`config.mk`:
```
export PLATFORM = sky130hd
export DESIGN_NAME = div_seq
export DESIGN_NICKNAME = d
export VERILOG_FILES = /design/src/rtl/div_seq_pkg.sv /design/src/rtl/div_seq.sv
export SDC_FILE = /design/constraint.sdc
export NUM_CORES = 1
export LEC_CHECK = 0
export BUFFER_PORTS_ARGS = -buffer_cell sky130_fd_sc_hd__buf_2
export CAP_MARGIN = 5
export CORE_MARGIN = 8
export CORE_UTILIZATION = 40
export CTS_CLUSTER_SIZE = 25
export DETAILED_ROUTE_END_ITERATION = 16
export GPL_ROUTABILITY_DRIVEN = 0
export GPL_TIMING_DRIVEN = 1
export PLACE_DENSITY = 0.69
export SETUP_SLACK_MARGIN = 0.4
export SYNTH_ARGS = -nofsm -noshare
export SYNTH_HDL_FRONTEND = slang
export SYNTH_SLANG_ARGS = --single-unit
```
`constraint.sdc`:
```
create_clock -name clk -period 12.74 [get_ports clk]
set_clock_uncertainty 0.2 [all_clocks]
set_input_delay 2.548 -clock clk [delete_from_list [all_inputs] [get_ports clk]]
set_output_delay 2.548 -clock clk [all_outputs]
set_load 0.02 [all_outputs]
```
`src/rtl/div_seq_pkg.sv`:
```
// Shared definitions for the multi-cycle divider: bus widths, FSM state codes,
// handshake levels and the operand magnitude helper.
package div_seq_pkg;

  localparam int REG_BUS        = 32;
  localparam int DOUBLE_REG_BUS = 64;
  localparam int CNT_W          = 5;

  localparam logic [CNT_W-1:0] DIV_LAST_CNT = 5'd31;

  localparam logic DIV_START           = 1'b1;
  localparam logic DIV_STOP            = 1'b0;
  localparam logic DIV_RESULT_READY    = 1'b1;
  localparam logic DIV_RESULT_NOT_READY = 1'b0;

  typedef enum logic [1:0] {
    DIV_FREE    = 2'b00,
    DIV_BYZERO  = 2'b01,
    DIV_ON      = 2'b10,
    DIV_END     = 2'b11
  } div_state_e;

  // Magnitude of a two's-complement word, or the raw word for unsigned ops.
  function automatic logic [REG_BUS-1:0] abs_if(input logic [REG_BUS-1:0] v,
                                                input logic              en);
    return (en && v[REG_BUS-1]) ? (~v + 1'b1) : v;
  endfunction

endpackage

```
`src/rtl/div_seq.sv`:
```
// 32-iteration restoring divider with divide-by-zero short cut, annulment and
// pipeline stall request; result is {remainder, quotient}.
module div_seq
  import div_seq_pkg::*;
(
  input  logic                      clk,
  input  logic                      rst,
  input  logic                      signed_div_i,
  input  logic [REG_BUS-1:0]        opdata1_i,
  input  logic [REG_BUS-1:0]        opdata2_i,
  input  logic                      start_i,
  input  logic                      annul_i,
  output logic [DOUBLE_REG_BUS-1:0] result_o,
  output logic                      ready_o,
  output logic                      stallreq_o
);

  div_state_e                state_reg, state_next;
  logic [CNT_W-1:0]          cnt_reg, cnt_next;
  logic [REG_BUS-1:0]        rem_reg, rem_next;
  logic [REG_BUS-1:0]        quot_reg, quot_next;
  logic [REG_BUS-1:0]        divisor_reg, divisor_next;
  logic                      neg_quot_reg, neg_quot_next;
  logic                      neg_rem_reg, neg_rem_next;
  logic [DOUBLE_REG_BUS-1:0] result_reg, result_next;
  logic                      ready_reg, ready_next;

  logic [REG_BUS:0]   rem_shift;
  logic               trial_borrow;
  logic [REG_BUS-1:0] trial_diff;
  logic               trial_ok;
  logic [REG_BUS-1:0] step_rem;
  logic [REG_BUS-1:0] step_quot;
  logic [REG_BUS-1:0] fix_rem;
  logic [REG_BUS-1:0] fix_quot;
  logic               go;

  // One restoring step. A set top bit of the shifted remainder already
  // exceeds any 32-bit divisor, so the low 33-bit subtract is sufficient.
  assign rem_shift = {rem_reg, quot_reg[REG_BUS-1]};
  assign {trial_borrow, trial_diff} = {1'b0, rem_shift[REG_BUS-1:0]} - {1'b0, divisor_reg};
  assign trial_ok  = rem_shift[REG_BUS] | ~trial_borrow;
  assign step_rem  = trial_ok ? trial_diff : rem_shift[REG_BUS-1:0];
  assign step_quot = {quot_reg[REG_BUS-2:0], trial_ok};
  assign fix_quot  = neg_quot_reg ? (~step_quot + 1'b1) : step_quot;
  assign fix_rem   = neg_rem_reg  ? (~step_rem + 1'b1)  : step_rem;

  assign go = (start_i == DIV_START) && !annul_i;

  always_ff @(posedge clk or negedge rst) begin
    if (!rst) begin
      state_reg    <= DIV_FREE;
      cnt_reg      <= '0;
      rem_reg      <= '0;
      quot_reg     <= '0;
      divisor_reg  <= '0;
      neg_quot_reg <= 1'b0;
      neg_rem_reg  <= 1'b0;
      result_reg   <= '0;
      ready_reg    <= DIV_RESULT_NOT_READY;
    end else begin
      state_reg    <= state_next;
      cnt_reg      <= cnt_next;
      rem_reg      <= rem_next;
      quot_reg     <= quot_next;
      divisor_reg  <= divisor_next;
      neg_quot_reg <= neg_quot_next;
      neg_rem_reg  <= neg_rem_next;
      result_reg   <= result_next;
      ready_reg    <= ready_next;
    end
  end

  always_comb begin
    state_next    = state_reg;
    cnt_next      = cnt_reg;
    rem_next      = rem_reg;
    quot_next     = quot_reg;
    divisor_next  = divisor_reg;
    neg_quot_next = neg_quot_reg;
    neg_rem_next  = neg_rem_reg;
    result_next   = result_reg;
    ready_next    = ready_reg;
    stallreq_o    = 1'b0;

    case (state_reg)
      DIV_FREE: begin
        stallreq_o = go;
        if (go) begin
          if (opdata2_i == '0) begin
            state_next = DIV_BYZERO;
          end else begin
            state_next    = DIV_ON;
            cnt_next      = '0;
            rem_next      = '0;
            quot_next     = abs_if(opdata1_i, signed_div_i);
            divisor_next  = abs_if(opdata2_i, signed_div_i);
            neg_quot_next = signed_div_i & (opdata1_i[REG_BUS-1] ^ opdata2_i[REG_BUS-1]);
            neg_rem_next  = signed_div_i & opdata1_i[REG_BUS-1];
          end
        end
      end
      DIV_BYZERO: begin
        stallreq_o = !annul_i;
        if (annul_i) begin
          state_next = DIV_FREE;
        end else begin
          state_next  = DIV_END;
          result_next = '0;
          ready_next  = DIV_RESULT_READY;
        end
      end
      DIV_ON: begin
        stallreq_o = !annul_i;
        if (!go) begin
          state_next  = DIV_FREE;
          result_next = '0;
        end else begin
          rem_next  = step_rem;
          quot_next = step_quot;
          cnt_next  = cnt_reg + 1'b1;
          if (cnt_reg == DIV_LAST_CNT) begin
            state_next  = DIV_END;
            result_next = {fix_rem, fix_quot};
            ready_next  = DIV_RESULT_READY;
          end
        end
      end
      DIV_END: begin
        // Result is held until EX drops start, so it is never missed.
        if (start_i == DIV_STOP || annul_i) begin
          state_next  = DIV_FREE;
          ready_next  = DIV_RESULT_NOT_READY;
          result_next = '0;
        end
      end
      default: state_next = DIV_FREE;
    endcase
  end

  assign result_o = result_reg;
  assign ready_o  = ready_reg;

endmodule

```
==> results of run 1 <==
==> layer usage <==
| layer | routed length, um | global-route usage (%) | vias up |
|---|---|---|---|
| li1 | - | - | 5444 |
| met1 | 16600 | 27.9 | 5229 |
| met2 | 14400 | 27.2 | 416 |
| met3 | 3130 | 4.30 | 27 |
| met4 | 397 | 4.45 | 0 |
| met5 | 0 | 0 | - |
==> critical path, stage by stage <==
cell and delay [ns]:
buf_2 0.11, inv_1 0.09, ha_1 0.16, or3b_1 0.39, or4_4 0.46, nand2b_4 0.18
nor3_4 0.27, nand2_2 0.10, or3_4 0.40, and3_2 0.53, a31oi_4 0.26, buf_4 0.64
a22oi_1 0.20, o21ai_0 0.14
==> power by group through the flow <==
stage	Sequential (mW)	Combinational, mW	Clock [mW]
after floorplan	0.808	0.939	0
after global routing	0.847	1.43	0.559
after global placement	0.827	1.24	0
final	0.828	1.28	0.532
after detailed placement	0.833	1.26	0
after CTS	0.823	1.27	0.539
==> cells in the final DEF, fill, tap and decap left out, drive strengths merged, types with 11 or more instances in the layout <==
| cell type | count |
|---|---|
| nand2 | 248 |
| o21ai | 202 |
| dfrtp | 170 |
| buf | 142 |
| nor2 | 99 |
| a21oi | 80 |
| xnor2 | 75 |
| inv | 65 |
| xor2 | 60 |
| ha | 44 |
| nor3 | 40 |
| o31ai | 31 |
| nand4 | 22 |
| nand3 | 21 |
| a22oi | 17 |
| clkbuf | 17 |
| or3 | 17 |
| a21o | 16 |
| mux2i | 15 |
| nand2b | 14 |
| or4 | 14 |
| nor4 | 13 |
| and2 | 13 |
| o41ai | 12 |
| a211oi | 11 |
| a31oi | 11 |
==> cell type report <==
class | count | area, um2
Antenna cell | 2 | 5.00
Clock buffer | 17 | 425
Clock inverter | 13 | 158
Fill cell | 2944 | 16100
Inverter | 57 | 214
Multi-Input combinational cell | 1180 | 7210
Sequential cell | 170 | 4250
Tap cell | 390 | 488
Timing Repair Buffer | 142 | 737
==> synthesized netlist by cell type, types with 17 or more instances <==
master / instances
a21oi_1: 78
a22oi_1: 17
buf_2: 19
clkbuf_1: 48
dfrtp_1: 170
ha_1: 44
inv_1: 56
nand2_1: 247
nand3_1: 20
nand4_1: 22
nor2_1: 99
nor3_1: 38
o21ai_0: 188
o31ai_1: 31
xnor2_1: 75
xor2_1: 60
==> worst min path at each step <==
stage                 startpoint            to  slack, ns  depth (start not counted)
global route        result_o[12]  result_o[12]       0.29                          2
global placement    result_o[54]  result_o[54]       0.26                          2
detailed placement  result_o[59]  result_o[59]       0.27                          2
finish              result_o[59]  result_o[59]       0.27                          2
floorplan             cnt_reg[4]    cnt_reg[4]       0.24                          2
CTS                 result_o[40]  result_o[40]       0.28                          2
==> metrics by stage <==
step           util [%]  worst slack (ns)  std cells  cell area, um2
2_1_floorplan         -              6.93       1489           12100
3_3_place_gp       43.5              6.03       1939           12900
3_5_place_dp       43.5              5.93       1939           12900
4_1_cts            45.5              6.39       1969           13500
5_1_grt            45.5              6.08       1969           13500
6_report           45.5              6.37       1971           13500
==> kinds of logic (layout without fill, tap and decap cells) <==
family          count (synthesis)  in the layout  share of synthesized area (%)
simple gates                  534            534                           20.6
buf+inv                       139            229                           4.93
other cells                     0              2                              0
flops                         170            170                           35.3
mux                            16             16                           1.34
fa+ha+maj                      45             45                           4.73
compound gates                450            450                           23.2
xor+xnor                      135            135                           9.81
==> results.cfg, run 1 <==
[run_status]
status = completed

[yosys]
synth_flop_cell = dfrtp_1
synth_largest_area_cell = dfrtp_1
synthesis.nets = 1603
synth-seq-cells = 170
synthCells = 1489
yosysUniqueCellTypes = 76
synth_area_per_cell_um2 = 8.09
synthTopCellsByArea = dfrtp_1, o21ai_0, nand2_1, xnor2_1, ha_1
ys.warnings.count = 0
synth.yosys.seq_area_share_pct = 35.3
netlist.area_leader.share_pct = 35.3
netlist_area_mm2 = 0.0121
synth_edf_count = 0
synthArstFlopShare_pct = 100

[global_routing]
grt_max_degree = 98
overflow = 0
gr-usage-all-layers_pct = 18.8
grt_pass1_wl_um = 55300
antenna_found_initial = 1
grt_pass1_vias = 10200

[cts]
cts_setup_buffers = 0
cts_resized = 0
numCtsBuffers = 17
path_clk_slew_ns = 0.07
clockRootBuffer = clkbuf_16
clk_path_buf_depth = 2
cts_max_level = 4
hold_buffers = 0
clock_latency_ns = 0.44
cts.sink_count = 170
cts_tree = yes

[detailed_routing]
wire_per_inst_um = 17.5
drc = 0
antenna_left = 0
initialDrtViolationCount = 1133
totalWireLength_um = 34500
vias_per_cell = 5.64
dr.pass1.iters = 8
vias = 11100

[finish]
area_growth_pct = 11.9
drive_gt1_share_pct = 12.5
final_nets = 1682
largest_register_ffs = 64

[worst_setup_path]
path_max_fanout = 68
r2r-start = quot_reg[31]
critical_path.startpoint_type = input port
cp-end-kind = flip-flop
ff2ff_path_depth = 21
required_ns = 12.89
crit-reg2reg-capture = result_o[62]
cp-endpoint = quot_reg[30]
worstPathArrival_ns = 6.52
reg2reg_slack_ns = 6.85
crit_start = opdata2_i[0]
critical_path_class = input port to flip-flop

[power]
netSwitchingPower_mw = 1.22
p_clk_share_pct = 20.2
power.density_mw_per_mm2 = 195
finalPower_mw = 2.64
swShare_pct = 46.2
p_seq_share_pct = 31.4
comb_power_share_pct = 48.4
leakage_nw = 6.16
ir_drop_mv = 0.109
p_int_mw = 1.42

[timing]
slew_headroom_pct = 25.8
fmax_ghz = 0.157
slew_violations = 0
min_period_ns = 6.37
min_period_over_period_pct = 50.0
rsz0062_at_grt = no
worstMarginPinSlew_ns = 1.11
setup_viol = 0
hold_viol = 0
holdWs_ns = 0.270
finalSetupTns_ns = 0

[floorplanning]
rows = 63
fp.dieW_um = 190
die_h_um = 190
core_mm2 = 0.0296
fp.dieArea_mm2 = 0.0359
start_util_pct = 40.7
ioPinCount = 135

[placement]
dp_hpwl_um = 26000
io_buffers = 134

[flow_run]
maxCapViolations = 0

[hold_path]
hold_class = flip-flop to flip-flop
Note: power is estimated with default switching activity, not from simulation.
==> inputs of run 2 (changes only) <==
--- a/config.mk
+++ b/config.mk
@@ -13,7 +13,7 @@
 export DETAILED_ROUTE_END_ITERATION = 16
 export GPL_ROUTABILITY_DRIVEN = 0
 export GPL_TIMING_DRIVEN = 1
-export PLACE_DENSITY = 0.69
+export PLACE_DENSITY = 0.71
 export SETUP_SLACK_MARGIN = 0.4
 export SYNTH_ARGS = -nofsm -noshare
 export SYNTH_HDL_FRONTEND = slang
==> constraint.sdc (replaced) <==
create_clock -name clk -period 5.7 [get_ports clk]
set_clock_uncertainty 0.2 [all_clocks]
set_input_delay 1.14 -clock clk [delete_from_list [all_inputs] [get_ports clk]]
set_output_delay 1.14 -clock clk [all_outputs]
set_load 0.02 [all_outputs]
==> run 2 against run 1 <==
  * Power up 120%
  * Clock-buffer cell count up 1
  * Cell area up 0.45%
  * Worst hold slack better by 0.0012 ns
  * Combinational power up 120%
  * Worst setup slack worse by 5.4 ns
  * Non-clock buffer count up 4
  * Global-route usage up 0.42 points
  * First-iteration DRC count up 0.71%
  * Via count up 0.76%
  * Critical path type is now flip-flop to flip-flop
  * Largest power group unchanged
  * Highest routed layer unchanged
==> results.cfg, run 2 (synthesis results as in run 1) <==
[run_status]
status = completed

[cts]
clock_latency_ns = 0.45
cts.sink_count = 170
path_clk_slew_ns = 0.07
cts_tree = yes
numCtsBuffers = 17
cts_resized = 0
clk_path_buf_depth = 2
hold_buffers = 0
cts_max_level = 4
cts_setup_buffers = 0
clockRootBuffer = clkbuf_16

[detailed_routing]
wire_per_inst_um = 17.7
vias = 11200
dr.pass1.iters = 5
totalWireLength_um = 34900
drc = 0
vias_per_cell = 5.67
initialDrtViolationCount = 1141
antenna_left = 0

[hold_path]
hold_class = flip-flop to flip-flop

[timing]
finalSetupTns_ns = 0
rsz0062_at_grt = no
slew_violations = 0
setup_viol = 0
worstMarginPinSlew_ns = 1.11
holdWs_ns = 0.271
min_period_ns = 4.78
fmax_ghz = 0.209
slew_headroom_pct = 25.9
hold_viol = 0
min_period_over_period_pct = 83.8

[finish]
layout_common_cells = nand2_1, o21ai_0, dfrtp_1
area_growth_pct = 12.4
final_nets = 1686
nFillCells = 2953
final_common_cell = nand2_1
largest_register_ffs = 64
final_util_pct = 45.7
drive_gt1_share_pct = 12.9

[flow_run]
maxCapViolations = 0

[floorplanning]
ioPinCount = 135
rows = 63
core_mm2 = 0.0296
fp.dieArea_mm2 = 0.0359
die_h_um = 190
start_util_pct = 40.7
fp.dieW_um = 190

[global_routing]
grt_pass1_vias = 10700
overflow = 0
grt_pass1_wl_um = 56600
gr-usage-all-layers_pct = 19.2
grt_max_degree = 93
antenna_found_initial = 1

[worst_setup_path]
critical_path.startpoint_type = flip-flop
required_ns = 5.81
worstPathArrival_ns = 4.89
critical_path_class = flip-flop to flip-flop
cp-end-kind = flip-flop
path_max_fanout = 16

[power]
ir_drop_mv = 0.225
finalPower_mw = 5.86
leakage_nw = 6.19
power.density_mw_per_mm2 = 433

[placement]
dp_hpwl_um = 26900
io_buffers = 134
-- run 2: changes by cell type in the layout (fill, tap and decap cells not counted) --
cell / delta
clkinv_4: +2
inv_6: -3
buf_4: +2
bufinv_16: -2
clkbuf_8: +1
clkinv_2: -1
buf_12: +2
clkinv_8: +2
inv_8: +3
-- run 2: layout make-up --
cell class	instances	area [um2]	share of cell area, %
Tap cell	390	488	3.60
Clock inverter	14	150	1.11
Inverter	57	214	1.58
Antenna cell	2	5.00	0.0369
Sequential cell	170	4250	31.4
Clock buffer	18	439	3.24
Timing Repair Buffer	146	792	5.84
Multi-Input combinational cell	1180	7210	53.2
-- run 2: path summary, 6_finish.rpt --
kind	cells past startpoint	startpoint	end	slack, ns
setup / recovery	18	rem_reg[22]	result_o[62]	0.92
max in group asynchronous	2	rst	quot_reg[31]	3.78
hold / removal	2	result_o[30]	result_o[30]	0.27
setup reg to reg	18	rem_reg[22]	result_o[62]	0.92
min in group asynchronous	1	rst	divisor_reg[7]	0.53
hold reg to reg	2	result_o[30]	result_o[30]	0.27
-- run 2: report_power, final --
group | internal (mW) | total, mW | switching [mW]
Sequential | 1.51 | 1.85 | 0.331
Combinational | 1.01 | 2.86 | 1.86
Clock | 0.598 | 1.16 | 0.559
-- run 2: per-stage QoR --
step                worst slack, ns  cell area, um2  instances
global placement              0.637           13000       1943
detailed placement            0.541           13000       1943
global route                  0.421           13500       1975
finish                        0.923           13600       1977
floorplan                      1.00           12100       1489
CTS                           0.991           13500       1975
-- run 2: routing by layer --
metal	wire (um)	part of all wire, %	vias to the layer above	track usage (%)
li1	-	-	5458	-
met2	14900	43	444	28.1
met4	506	1.4	0	5.29
met5	0	0	-	0
met1	16700	48	5262	28.0
met3	2890	8.3	36	4.34
-- run 2: critical path, cell delays in order (launching register included) --
cell	delay, ns
dfrtp_1	0.44
ha_1	0.43
a21oi_1	0.23
o21ai_0	0.20
a22oi_1	0.23
nand4_1	0.13
o31a_2	0.33
inv_2	0.10
buf_4	0.22
nor2_1	0.06
a21oi_1	0.24
ha_1	0.27
and4_1	0.25
nand4_1	0.10
a222oi_1	0.46
nand4_1	0.24
o41ai_2	0.28
xor2_1	0.18
o21ai_1	0.07
==> inputs of run 3 (changes only) <==
--- a/config.mk
+++ b/config.mk
@@ -5,6 +5,7 @@
 export SDC_FILE = /design/constraint.sdc
 export NUM_CORES = 1
 export LEC_CHECK = 0
+export ABC_AREA = 1
 export BUFFER_PORTS_ARGS = -buffer_cell sky130_fd_sc_hd__buf_2
 export CAP_MARGIN = 5
 export CORE_MARGIN = 8
@@ -13,7 +14,7 @@
 export DETAILED_ROUTE_END_ITERATION = 16
 export GPL_ROUTABILITY_DRIVEN = 0
 export GPL_TIMING_DRIVEN = 1
-export PLACE_DENSITY = 0.71
+export PLACE_DENSITY = 0.69
 export SETUP_SLACK_MARGIN = 0.4
 export SYNTH_ARGS = -nofsm -noshare
 export SYNTH_HDL_FRONTEND = slang
==> constraint.sdc (replaced) <==
create_clock -name clk -period 4.4 [get_ports clk]
set_clock_uncertainty 0.2 [all_clocks]
set_input_delay 0.88 -clock clk [delete_from_list [all_inputs] [get_ports clk]]
set_output_delay 0.88 -clock clk [all_outputs]
set_load 0.02 [all_outputs]
==> run 3 against run 2 <==
  * Flip-flop and latch count unchanged
  * Largest power group unchanged
  * Power up 120%
  * Worst hold slack worse by 0.054 ns
  * Critical path depth up 4
  * Synthesized cell count up 31%
  * Register-to-register slack worse by 0.37 ns
==> results.cfg, run 3 <==
[run_status]
status = completed

[floorplanning]
start_util_pct = 40.7
ioPinCount = 135
core_mm2 = 0.0316
fp.dieArea_mm2 = 0.0381
fp.dieW_um = 195
rows = 65
die_h_um = 195

[placement]
dp_hpwl_um = 31100
io_buffers = 134
dp.cells = 2451

[yosys]
netlist_area_mm2 = 0.0128
netlist.area_leader.share_pct = 33.1
synth_common_cells = nand2_1, inv_1, nor2_1
ys.warnings.count = 0
synth.most_common_cell = nand2_1
synth_edf_count = 0
synth_area_per_cell_um2 = 6.58
synthTopCellsByArea = dfrtp_1, nand2_1, inv_1, o21ai_0, nor2_1
yosysUniqueCellTypes = 51
synth.yosys.seq_area_share_pct = 33.1
synth_largest_area_cell = dfrtp_1
synthesis.nets = 2065
synth_flop_cell = dfrtp_1
synthArstFlopShare_pct = 100
synth-seq-cells = 170
synthCells = 1951

[finish]
largest_register_ffs = 64
final_nets = 2187
nFillCells = 3198
drive_gt1_share_pct = 12.9
area_growth_pct = 14.4
antenna_cells = 0
final_common_cell = nand2_1
layout_common_cells = nand2_1, inv_1, dfrtp_1
fin_cells = 2488

[cts]
hold_buffers = 0
cts_max_level = 4
numCtsBuffers = 17
clk_path_buf_depth = 2
clock_latency_ns = 0.44
clockRootBuffer = clkbuf_16
cts_tree = yes
path_clk_slew_ns = 0.08
cts.sink_count = 170

[global_routing]
grtUsageMet1_pct = 27.9
grt_most_used_layer = met2
antenna_found_initial = 0
grt_pass1_vias = 12500
grt_pass1_wl_um = 64700
overflow = 0
grtUsageMet3_pct = 2.97
gr-usage-all-layers_pct = 20.8
grt_max_degree = 78
use_met2_pct = 34.0

[worst_setup_path]
path_max_fanout = 6
ff2ff_path_depth = 22
required_ns = 4.57
critical_path.startpoint_type = flip-flop
cp-end-kind = flip-flop
worstPathArrival_ns = 4.02
critical_path_class = flip-flop to flip-flop
reg2reg_slack_ns = 0.55

[detailed_routing]
initialDrtViolationCount = 1280
dr.pass1.iters = 6
drc = 0
antenna_left = 0
totalWireLength_um = 40200
wire_per_inst_um = 16.2
vias = 13100
vias_per_cell = 5.26

[timing]
slew_headroom_pct = 31.3
worstMarginPinSlew_ns = 1.03
finalSetupTns_ns = 0
hold_viol = 0
fmax_ghz = 0.260
setup_viol = 0
min_period_ns = 3.85
slew_violations = 0
min_period_over_period_pct = 87.4
rsz0062_at_grt = yes

[power]
leakage_nw = 7.84
power.density_mw_per_mm2 = 873
ir_drop_mv = 0.547

[hold_path]
hold_class = input port to async pin

[flow_run]
maxCapViolations = 0
-- run 3: cell count changes after synthesis, sizes merged, moves of 15 or more --
cell / before / now
inv: 57 / 288
nor2: 99 / 182
buf: 34 / 16
or3: 17 / 0
nand2: 248 / 655
mux2i: 15 / 0
a21o: 16 / 1
nand3: 21 / 120
o21ai: 202 / 150
o221ai: 1 / 23
o31ai: 31 / 4
xnor2: 75 / 17
-- run 3: through the flow --
step / power [mW] / area (um2) / util (%) / hold WS (ns) / worst slack [ns]
2_1_floorplan: 8.80 / 12800 / - / 0.253 / 0.750
3_3_place_gp: 10.8 / 13900 / 44.2 / 0.258 / 0.390
3_5_place_dp: 11.0 / 13900 / 44.2 / 0.262 / 0.236
4_1_cts: 12.6 / 14600 / 46.2 / 0.240 / 0.433
5_1_grt: 14.0 / 14700 / 46.5 / 0.260 / 0.330
6_report: 12.8 / 14700 / 46.5 / 0.217 / 0.554
-- run 3: power by group --
group,internal [mW],total [mW],switching (mW),leakage (nW)
Clock,0.826,1.59,0.763,0.301
Sequential,2.16,2.68,0.524,2.25
Combinational,2.62,8.55,5.93,5.28
Total,5.61,12.8,7.21,7.84
-- run 3: kinds of logic (layout without fill, tap and decap cells) --
family | after synthesis | count (layout) | synth area share [%]
adder cells (fa/ha/maj) | 45 | 45 | 4.44
AO/OA/AOI/OAI | 288 | 288 | 13.0
flip-flops | 170 | 170 | 33.1
AND/OR/NAND/NOR | 1035 | 1035 | 34.3
buffers and inverters | 345 | 480 | 10.5
XOR/XNOR | 68 | 68 | 4.64
-- run 3: area by class of cell --
class | count | area (um2) | area share [%]
Multi-Input combinational cell | 1436 | 7330 | 49.9
Sequential cell | 170 | 4250 | 29.0
Inverter | 292 | 1100 | 7.48
Timing Repair Buffer | 156 | 871 | 5.93
Tap cell | 402 | 503 | 3.43
Clock buffer | 17 | 425 | 2.90
Clock inverter | 15 | 204 | 1.39
-- run 3: path summary, 6_finish.rpt --
| kind | to | start |
|---|---|---|
| worst min register to register | result_o[54] | result_o[54] |
| max in group asynchronous | quot_reg[4] | rst |
| worst max-delay path | result_o[24] | divisor_reg[27] |
| min in group clk | result_o[54] | result_o[54] |
| worst min-delay path | rem_reg[26] | rst |
| worst max register to register | result_o[24] | divisor_reg[27] |
-- run 3: routing by layer --
metal	share of wire, %	wire, um
met1	45	18100
met2	46	18500
met3	6.1	2460
met4	2.7	1100
met5	0	0
-- run 3: worst max-delay path: stages (launching register included) --
cell     delay (ns)
dfrtp_1        0.36
inv_1          0.18
ha_1           0.32
a21oi_1        0.21
nand2_1        0.10
nand2_1        0.06
nand2_1        0.09
a21oi_4        0.21
nand2_8        0.10
inv_4          0.07
ha_2           0.19
nand4_1        0.18
nor3_4         0.27
nand3_2        0.14
nor2_4         0.15
nand3_2        0.09
nand2_1        0.10
nand2_2        0.10
a21oi_4        0.19
o21ai_1        0.11
a21oi_1        0.15
o21ai_1        0.10
nand2_1        0.08
-- run 3: timing repair --
item                                    CTS  global route
buffers inserted                          0             5
pin swaps                                 0             4
gates resized for setup                   2            20
endpoints found under the setup margin    4            28
